<file path="config.mk">
export PLATFORM = sky130hd
export DESIGN_NAME = vga_fb_arbiter
export DESIGN_NICKNAME = d
export VERILOG_FILES = /design/src/rtl/vga_fb_arbiter.sv
export SDC_FILE = /design/constraint.sdc
export NUM_CORES = 1
export LEC_CHECK = 0
export ABC_AREA = 1
export BUFFER_PORTS_ARGS = -buffer_cell sky130_fd_sc_hd__buf_4
export CORE_ASPECT_RATIO = 1.5
export CORE_MARGIN = 2
export CORE_UTILIZATION = 50
export DETAILED_ROUTE_END_ITERATION = 8
export GPL_ROUTABILITY_DRIVEN = 0
export PLACE_DENSITY = 0.83
export SLEW_MARGIN = 20
export SYNTH_ARGS = -nofsm -noshare
export SYNTH_HDL_FRONTEND = slang
export SYNTH_SLANG_ARGS = --single-unit
</file>
<file path="constraint.sdc">
create_clock -name clk_50 -period 1.6 [get_ports clk_50]
set_input_delay 0.32 -clock clk_50 [delete_from_list [all_inputs] [get_ports clk_50]]
set_output_delay 0.32 -clock clk_50 [all_outputs]
set_load 0.01 [all_outputs]
</file>
<file path="src/rtl/vga_fb_arbiter.sv">
// Frame-buffer RAM sequencer: scan-out reads take priority over the clear fill and the pixel writer.
// Optional line doubling (each stored line scanned twice) is enabled with FB_LINE_DOUBLE_EN.
module vga_fb_arbiter #(
    parameter int WIDTH = 3,
    parameter int DEPTH = 153600,
    parameter int AW    = 19
) (
    input  logic             clk_50,
    input  logic             reset_n,
    input  logic             frame_start,
    input  logic             line_start,
    input  logic             rd_req,
    output logic             rd_valid,
    output logic [WIDTH-1:0] rd_pixel,
    input  logic             wr_valid,
    output logic             wr_ready,
    input  logic [WIDTH-1:0] wr_pixel,
    input  logic             wr_sof,
    input  logic             clear_start,
    input  logic [WIDTH-1:0] clear_color,
    output logic             clear_busy,
    output logic [AW-1:0]    mem_addr,
    output logic             mem_we,
    output logic [WIDTH-1:0] mem_wdata,
    input  logic [WIDTH-1:0] mem_rdata
);

    typedef enum logic {NORMAL, CLEAR} state_t;

    localparam logic [AW-1:0] LAST = AW'(DEPTH - 1);

    state_t           state_q, state_d;
    logic [AW-1:0]    rd_ptr_q, rd_ptr_d;
    logic [AW-1:0]    wr_ptr_q, wr_ptr_d;
    logic [AW-1:0]    clr_ptr_q, clr_ptr_d;
    logic [WIDTH-1:0] color_q, color_d;
    logic             rd_valid_q;
    logic [AW-1:0]    rd_base;
    logic [AW-1:0]    wr_addr;
    logic             wr_xfer;

    function automatic logic [AW-1:0] ptr_inc(input logic [AW-1:0] p);
        return (p == LAST) ? '0 : p + 1'b1;
    endfunction

`ifdef FB_LINE_DOUBLE_EN
    logic          parity_q, parity_d;
    logic [AW-1:0] line_base_q, line_base_d;

    // rd_base is where the read pointer effectively stands this cycle after frame/line events
    always_comb begin
        parity_d    = parity_q;
        line_base_d = line_base_q;
        rd_base     = rd_ptr_q;
        if (frame_start) begin
            rd_base     = '0;
            parity_d    = 1'b0;
            line_base_d = '0;
        end else if (line_start) begin
            if (!parity_q) begin
                line_base_d = rd_ptr_q;
                parity_d    = 1'b1;
            end else begin
                rd_base  = line_base_q;
                parity_d = 1'b0;
            end
        end
    end

    always_ff @(posedge clk_50 or negedge reset_n) begin
        if (!reset_n) begin
            parity_q    <= 1'b0;
            line_base_q <= '0;
        end else begin
            parity_q    <= parity_d;
            line_base_q <= line_base_d;
        end
    end
`else
    logic unused_line_start;
    assign unused_line_start = line_start;
    assign rd_base           = frame_start ? '0 : rd_ptr_q;
`endif

    assign wr_ready   = reset_n & ~rd_req & (state_q == NORMAL);
    assign wr_xfer    = wr_valid & wr_ready;
    assign wr_addr    = wr_sof ? '0 : wr_ptr_q;
    assign clear_busy = (state_q == CLEAR);
    assign rd_valid   = rd_valid_q;
    assign rd_pixel   = mem_rdata;

    always_comb begin
        mem_addr  = rd_base;
        mem_we    = 1'b0;
        mem_wdata = wr_pixel;
        rd_ptr_d  = rd_base;
        wr_ptr_d  = wr_ptr_q;
        clr_ptr_d = clr_ptr_q;
        color_d   = color_q;
        state_d   = state_q;
        if (rd_req) begin
            rd_ptr_d = ptr_inc(rd_base);
        end else if (state_q == CLEAR) begin
            mem_addr  = clr_ptr_q;
            mem_we    = 1'b1;
            mem_wdata = color_q;
            clr_ptr_d = ptr_inc(clr_ptr_q);
            if (clr_ptr_q == LAST) state_d = NORMAL;
        end else if (wr_xfer) begin
            mem_addr  = wr_addr;
            mem_we    = 1'b1;
            wr_ptr_d  = ptr_inc(wr_addr);
        end
        // a second clear_start during a clear is deliberately dropped
        if (state_q == NORMAL && clear_start) begin
            state_d   = CLEAR;
            color_d   = clear_color;
            clr_ptr_d = '0;
        end
    end

    always_ff @(posedge clk_50 or negedge reset_n) begin
        if (!reset_n) begin
            state_q    <= NORMAL;
            rd_ptr_q   <= '0;
            wr_ptr_q   <= '0;
            clr_ptr_q  <= '0;
            color_q    <= '0;
            rd_valid_q <= 1'b0;
        end else begin
            state_q    <= state_d;
            rd_ptr_q   <= rd_ptr_d;
            wr_ptr_q   <= wr_ptr_d;
            clr_ptr_q  <= clr_ptr_d;
            color_q    <= color_d;
            rd_valid_q <= rd_req;
        end
    end

endmodule

</file>
# Yosys cells after proc, flatten, opt, wreduce, memory -nomap -nowiden

Index checks and enable logic that the tools add are counted.

Eq/ne operators: 4
Mux-type cells: 21
Magnitude comparators: 0
Shifts and indexed selects: 0
Div/mod/pow operators: 0
$mul: 0
$add $sub $neg: 3
Reduce and logical (&&, ||, !) cells: 4
Bitwise logic cells: 5

Operators by type and width:

| cell                  | number |
|---|---|
| $mux 19               | 12 |
| $add 19x1->19 const B | 3 |
| $eq 19x18->1 const B  | 3 |
| $mux 1                | 7 |
| $mux 3                | 2 |
| $and 1x1->1           | 3 |
| $reduce_and 3->1      | 1 |
| $ne 2x1->1 const B    | 1 |
| $not 1->1             | 2 |
| $reduce_and 2->1      | 1 |
| $reduce_bool 2->1     | 1 |
| $logic_and 1x1->1     | 1 |

Flip-flop bits (word level): 62
Logic and storage cells: 43
Latch bits: 0
Bits in writable memories: 0
Memory bits (read-only): 0
Input port bits: 17
Memories: 0
Output and inout bits: 29

# Depth between registers and ports, before layout

Gate-level depths: netlist of run 1.

Depth after elaboration: 7
Gate-level depth with buffers: 16
Gate-level depth less buffers: 14

# Worst setup path before layout of run 1

No wires, ideal clock.

Path type: input-to-reg
Start point: in wr_sof
End point: reg wr_ptr_q[11]
Data arrival time: 1662 ps
Path slack: -190 ps
Required time: 1472 ps
Buffers on the path: 2
Stages on the path: 11
Setup time: 128 ps
Cells stage by stage: buf_6 > inv_6 > buf_12 > nand2_4 > inv_1 > ha_1 > nand3_1 > nor2_1 > nand3_2 > o21ai_2 > o21ai_1

Cells in the longest elaborated chain, start to end: 3
Elaborated cells between the ends (all ways): 4
Those cells by class: add/sub (1); eq/ne (1); mux (2)

Ends and longest elaborated chain:

| what                                                 | RTL line | source |
|---|---|---|
| start: declaration                                   | 18       | `input logic wr_sof,` |
| $mux 19 *                                            | 87       | `assign wr_addr = wr_sof ? '0 : wr_ptr_q;` |
| $add 19x1->19 / $eq 19x18->1 (equally long branches) | 43       | `return (p == LAST) ? '0 : p + 1'b1;` |
| $mux 19 *                                            | 43       |  |
| end signal: assignment                               | 133      | `wr_ptr_q <= wr_ptr_d;` |
| end: declaration                                     | 34       | `logic [AW-1:0] wr_ptr_q, wr_ptr_d;` |

Mark *: on every way between the ends. The rest lies on a longest branch, timed or not.
A chain may end at the register's enable or synchronous reset.

# Worst setup path after layout of run 1

Start point: reg state_q (netlist: clear_busy)
End point: out mem_addr[10]

Cells in the longest elaborated chain, start to end: 6

Ends and longest elaborated chain:

| what                     | RTL line | source |
|---|---|---|
| start: declaration       | 32       | `state_t state_q, state_d;` |
| start signal: assignment | 131      | `state_q <= state_d;` |
| $not 1->1 (no line)      | -        |  |
| $and 1x1->1              | 85       | `assign wr_ready = reset_n & ~rd_req & (state_q == NORMAL);` |
| $and 1x1->1              | 86       | `assign wr_xfer = wr_valid & wr_ready;` |
| $mux 19                  | 109      | `end else if (wr_xfer) begin` |
| $mux 19 *                | 103      | `end else if (state_q == CLEAR) begin` |
| $mux 19 *                | 101      | `if (rd_req) begin` |
| end: declaration         | 22       | `output logic [AW-1:0] mem_addr,` |

Marked as above.

==> results of run 1 <==
[cells by family after synthesis]
kind of cell	after synthesis
AOI/OAI and AO/OA	85
xor gates and xnor gates	17
adders and majority gates	3
buffers and inverters	114
DFF	62
muxes	3
and+or+nand+nor	395
[flip-flops by register name, summed over array words and instances (netlist names)]
signal and cells:
rd_valid 1, clear_busy 1, clr_ptr_q 19, rd_ptr_q 19, wr_ptr_q 19, color_q 3
[power by group through the flow]
stage          registers, uW  logic, uW  clock network, uW
2_1_floorplan           1870        588                  0
5_1_grt                 1910       1310               1990
6_report                1890       1230               1910
4_1_cts                 1870       1140               1900
3_3_place_gp            1880       1010                  0
3_5_place_dp            1890       1050                  0
[metal layers]
metal,part of all wire [%],wire length [microns],vias to the layer above,GRT usage (%)
li1,-,-,2422,-
met1,34,5920,2573,37.5
met2,48,8230,414,54.3
met3,7.9,1360,141,4.78
met4,9.7,1670,0,21.9
met5,0,0,-,0
[critical path, delay by kind of cell, from the launching register on]
family	cells	cell delay [ps]
buf+inv	4	470
flops	1	390
simple gates	3	350
compound gates	2	230
[area by class of cell]
class	instances	area [sq um]	share of cell area, %
Inverter	94	383	6.04
Clock inverter	3	17.5	0.276
Multi-Input combinational cell	503	2880	45.4
Timing Repair Buffer	135	1100	17.4
Clock buffer	13	270	4.26
Sequential cell	62	1550	24.5
Tap cell	110	138	2.17
[stage by stage]
step           cell area [sq um]  instances
3_3_place_gp                5600        887
4_1_cts                     6100        917
2_1_floorplan               4730        679
6_report                    6340        920
3_5_place_dp                5600        887
5_1_grt                     6340        920
[repair_timing]
action                                  CTS  global route
endpoints found under the setup margin   44            66
cloned                                    0             0
pin swaps                                12            25
gates resized for setup                  31            63
setup buffers                            14             3
[Yosys cell counts]
cell	n	area share [%]
and2_1	1	0.14
nor3_2	2	0.44
nand2_1	210	17
mux2_2	3	0.74
clkbuf_2	1	0.11
nor2_4	7	1.7
nand3b_1	1	0.17
o211ai_1	1	0.17
nand4_1	10	1.4
buf_12	2	0.88
nand4_4	1	0.47
a21oi_1	13	1.4
xor2_1	14	2.7
o22ai_1	16	2.2
a31o_2	1	0.19
nor2_2	9	1.2
dfrtp_1	62	34
o2bb2ai_1	1	0.19
o21ai_2	1	0.19
o21ai_0	30	3.3
buf_4	5	0.83
inv_2	7	0.58
nand3_2	5	1.1
inv_6	2	0.39
a21o_1	5	0.83
xnor2_1	3	0.58
nor3_1	7	0.77
o21ai_1	16	1.8
a22o_1	1	0.19
clkbuf_1	3	0.25
buf_6	3	0.74
nor4_1	1	0.14
inv_1	85	7.0
nor2_1	73	6.0
nand3_1	55	6.1
buf_2	6	0.66
nand2_2	11	1.5
nand2_4	2	0.50
ha_1	3	0.83
[cells in the final DEF (no fill, tap or decap), drive strengths merged, types with 3 or more instances in the layout]
master  synthesis  layout
a21o            5       5
a21oi          13      13
buf            16     135
clkbuf          4      13
dfrtp          62      62
ha              3       3
inv            94      94
mux2            3       3
nand2         223     223
nand3          60      60
nand4          11      11
nor2           89      89
nor3            9       9
o21ai          47      47
o22ai          16      16
xnor2           3       3
xor2           14      14
[path summary, 6_finish.rpt]
kind | slack [ps] | start | cells after the start | endpoint
max | -500 | clear_busy | 9 | mem_addr[10]
min | 190 | reset_n | 2 | wr_ptr_q[0]
max reg2reg | -160 | wr_ptr_q[0] | 8 | wr_ptr_q[3]
min reg2reg | 480 | wr_ptr_q[18] | 2 | wr_ptr_q[18]
max in group asynchronous | 830 | reset_n | 2 | wr_ptr_q[1]
min in group clk_50 | 210 | clear_color[2] | 2 | color_q[2]
==> impl_metrics.toml, run 1 <==
[sta]
fmax_ghz = 0.477
fin_crit_ps = 2100
slew_headroom_pct = 44.6
maxSlewViolCount = 0
holdWs_ps = 188
post-route-period-util_pct = 131
finalSetupViolations = 39
hold_viol_final = 0
worst_pin_slew_ps = 832
postLayoutSetupSlackWorst_ps = -498
rsz0062_at_grt = "yes"
finalSetupTns_ps = -11220
clock_skew_ps = 6.13

[route]
drt_iter0_markers = 749
first_pass_iters = 6
viasPerCell = 6.03
drc = 0
finalWirelength_mm = 17.2
via_count = 5550
antenna_left = 0
wl_per_cell_microns = 18.7

[cells_and_area]
area_growth_pct = 39.6
final_net_count = 825
drive_gt1_share_pct = 34.7
postLayoutCoreUtil_pct = 71.8
antenna_cells = 0
nFillCells = 574

[critical_path]
crit_fanout = 8
cpPeakStageDelay_ps = 390
critPathLaunchType = "flip-flop"
crit_chain = "inv_2, nand2_4, nor2_4, nand2_4, inv_8, buf_12, a21oi_4, a21o_1, buf_6"
endpoint_kind = "output pin"
cp.required_ps = 1280
crit_arrival_ps = 1780
path_class = "flip-flop to output pin"
cp_common_cell = "nand2_4"
cp_slowest_cell = "dfrtp_1"

[grt]
grt_max_degree = 63
antenna_found_initial = 0
grt_pass1_vias = 5131
grt_pass1_wl_mm = 24.2
grtUsageTotal_pct = 32.5
grt.overflow.total = 0

[clock_tree]
cts.sinks = 62
cts_tree = "built"
clkTransAtPathRegs_ps = 60
clock_latency_ps = 340
cts_root_buffer = "clkbuf_16"
numCtsBuffers = 9
clk_path_buf_depth = 2
htree_levels = 3
hold_buffers = 0

[power_and_ir_drop]
p_clk_share_pct = 37.9
switching_share_pct = 32.0
seq_power_share_pct = 37.6
finalPower_uw = 5030
power.static_leakage_uw = 0.00306
p_switching_uw = 1610
pwr_density_cell_nw_per_um2 = 793
ir_worst_vdd_uv = 817
intPower_uw = 3420
comb_power_share_pct = 24.5

[synthesis]
synth_cell_types = 39
muxShareOfSynthArea_pct = 0.744
ys_seq_area_share_pct = 34.2
synth_compound_area_share_pct = 10.5
synth-simple-area-share_pct = 39.0
synth_xor_area_share_pct = 3.28
syn_avg_cell_area_sq_um = 6.69
synth_seq_cells = 62
synth_fp_nets = 699
yosysWarnings = 0
synth_area_sq_um = 4540
netlist_instances = 679
synth_top_family_by_area = "simple AND/OR/NAND/NOR gates"
synth_fa_ha_area_share_pct = 0.827

[die]
core_area_sq_um = 8830
io_pins = 46
die_y_microns = 121
die_x_microns = 81.8
num_rows = 42
start_util_pct = 51.4
dieArea_sq_um = 9880

[placed_design]
place_ws_ps = -241
dpl.hpwl_mm = 10.9
io_buffers = 38

[flow_run]
drv_cap = 0

[outcome]
violations = "negative setup slack"
status = "finished with violations"

[worst_hold_path]
min_path_type = "primary input to asynchronous set/reset pin"
Note: power is estimated with default switching activity, not from simulation.
==> run 2: changes to the inputs <==
--- a/config.mk
+++ b/config.mk
@@ -9,10 +9,11 @@
 export BUFFER_PORTS_ARGS = -buffer_cell sky130_fd_sc_hd__buf_4
 export CORE_ASPECT_RATIO = 1.5
 export CORE_MARGIN = 2
-export CORE_UTILIZATION = 50
+export CORE_UTILIZATION = 45
 export DETAILED_ROUTE_END_ITERATION = 8
 export GPL_ROUTABILITY_DRIVEN = 0
-export PLACE_DENSITY = 0.83
+export PLACE_DENSITY_LB_ADDON = 0.08
+export REMOVE_ABC_BUFFERS = 1
 export SLEW_MARGIN = 20
 export SYNTH_ARGS = -nofsm -noshare
 export SYNTH_HDL_FRONTEND = slang
==> impl_metrics.toml, run 2 (synthesized netlist as in run 1, its figures left out) <==
[critical_path]
crit_arrival_ps = 1760
cp_slowest_cell = "dfrtp_1"
crit_fanout = 5
crit_family = "buffers and inverters"
path_class = "flip-flop to output pin"
worstSetupStartpoint = "clear_busy"
endpoint_kind = "output pin"
timing.reg2reg.setup_slack_ps = -30
critPathLaunchType = "flip-flop"
cpPeakStageDelay_ps = 380
cp.required_ps = 1280
worstReg2RegStart = "wr_ptr_q[0]"
cp_common_cell = "buf_4"
crit_chain = "inv_2, nand2_4, nor2_4, buf_4, buf_12, nand2_8, o21ai_2, nand2_1, o21ai_1, buf_4"
crit_buf_inv = 4

[route]
wl_per_cell_microns = 16.1
antenna_left = 0
viasPerCell = 5.41
finalWirelength_mm = 15.0
via_count = 5054
first_pass_iters = 7
drt_iter0_markers = 382
drc = 0

[sta]
rsz0062_at_grt = "yes"
clock_skew_ps = 6.67
hold_viol_final = 0
finalSetupViolations = 31
post-route-period-util_pct = 130
worst_pin_slew_ps = 898
maxSlewViolCount = 0
slew_headroom_pct = 40.2
fin_crit_ps = 2080
postLayoutSetupSlackWorst_ps = -484
fmax_ghz = 0.480

[power_and_ir_drop]
power.static_leakage_uw = 0.00316
finalPower_uw = 5050
ir_worst_vdd_uv = 763
pwr_density_cell_nw_per_um2 = 775

[die]
num_rows = 44
start_util_pct = 46.6
die_y_microns = 127
die_x_microns = 86.0
dieArea_sq_um = 10900
core_area_sq_um = 9740
io_pins = 46

[clock_tree]
clock_latency_ps = 340
clk_path_buf_depth = 2
numCtsBuffers = 9
htree_levels = 3
clkTransAtPathRegs_ps = 50
cts_root_buffer = "clkbuf_16"
hold_buffers = 0
cts.sinks = 62
cts_tree = "built"

[grt]
grt.overflow.total = 0
grt_pass1_vias = 4957
grtUsageTotal_pct = 28.2
antenna_found_initial = 0
grt_max_degree = 63
grt_pass1_wl_mm = 24.0

[cells_and_area]
fin_cells = 935
nFillCells = 802
largestRegisters = "clr_ptr_q (19), rd_ptr_q (19), wr_ptr_q (19)"
final_net_count = 835
final_cell_mix = "nand2_1 (198), buf_4 (115), inv_1 (78), nor2_1 (61), dfrtp_1 (59)"
area_growth_pct = 43.5
postLayoutCoreUtil_pct = 66.8
final_common_cell = "nand2_1"
drive_gt1_share_pct = 35.0
antenna_cells = 0

[flow_run]
drv_cap = 0

[placed_design]
dp_cells = 907
io_buffers = 38
dpl.hpwl_mm = 10.9

[outcome]
violations = "negative setup slack"
status = "finished with violations"

[worst_hold_path]
min_path_type = "primary input to asynchronous set/reset pin"
==> run 2: changes by cell type in the layout (fill, tap and decap cells not counted), sizes merged <==
cell,delta
clkinvlp,-1
clkbuf,-1
nand2,+1
inv,-1
buf,+9
clkinv,+2
bufinv,+1
==> run 2: per-layer routing <==
layer | share of wire [%] | GRT usage (%)
met1 | 40 | 34.7
met2 | 51 | 48.2
met3 | 4.4 | 3.62
met4 | 4.5 | 13.4
met5 | 0 | 0
==> run 2: power breakdown <==
| group | total [uW] | switching [uW] | internal, uW |
|---|---|---|---|
| clock network | 2020 | 737 | 1280 |
| logic | 1190 | 647 | 539 |
| registers | 1840 | 124 | 1720 |
| total | 5050 | 1510 | 3540 |
==> run 2: worst register-to-register path: stages (launching register included) <==
cell and delay (ps):
dfrtp_1 360, inv_2 50, nor2_2 90, ha_2 200, nand3_2 90, nor2_4 180, nand3_4 130, o21ai_2 190
buf_6 160, o22ai_2 60
==> run 2: layout make-up <==
class	count	area, sq um	area share (%)
clock buffer	12	256	3.94
clock inverter	4	45.0	0.692
inverter	94	378	5.80
multi-input combinational	504	2920	44.9
sequential	62	1560	23.9
tap	115	144	2.21
timing repair buffer	144	1210	18.6
==> run 2: path summary, 6_finish.rpt <==
check                                to  depth (start not counted)
min in group clk_50          color_q[0]                          2
hold / removal             wr_ptr_q[12]                          2
hold reg to reg              color_q[2]                          1
setup / recovery           mem_addr[16]                         10
max in group asynchronous  clr_ptr_q[8]                          2
setup reg to reg            wr_ptr_q[3]                          9
==> run 2: per-stage QoR <==
| step | hold slack, ps | cell area [sq um] | setup TNS, ps | setup WS, ps |
|---|---|---|---|---|
| after CTS | 213 | 6160 | -8770 | -454 |
| after global routing | 215 | 6510 | -12120 | -540 |
| after global placement | 478 | 5540 | -6670 | -225 |
| after detailed placement | 495 | 5540 | -7700 | -233 |
| final | 209 | 6510 | -9530 | -484 |
| after floorplan | 24.4 | 4380 | -4520 | -339 |
==> run 2: repair_timing <==
item,in CTS,in global routing
setup endpoints to repair,61,71
buffers inserted,6,5
resized for setup,71,85
gates cloned,1,0
pin swaps,15,31
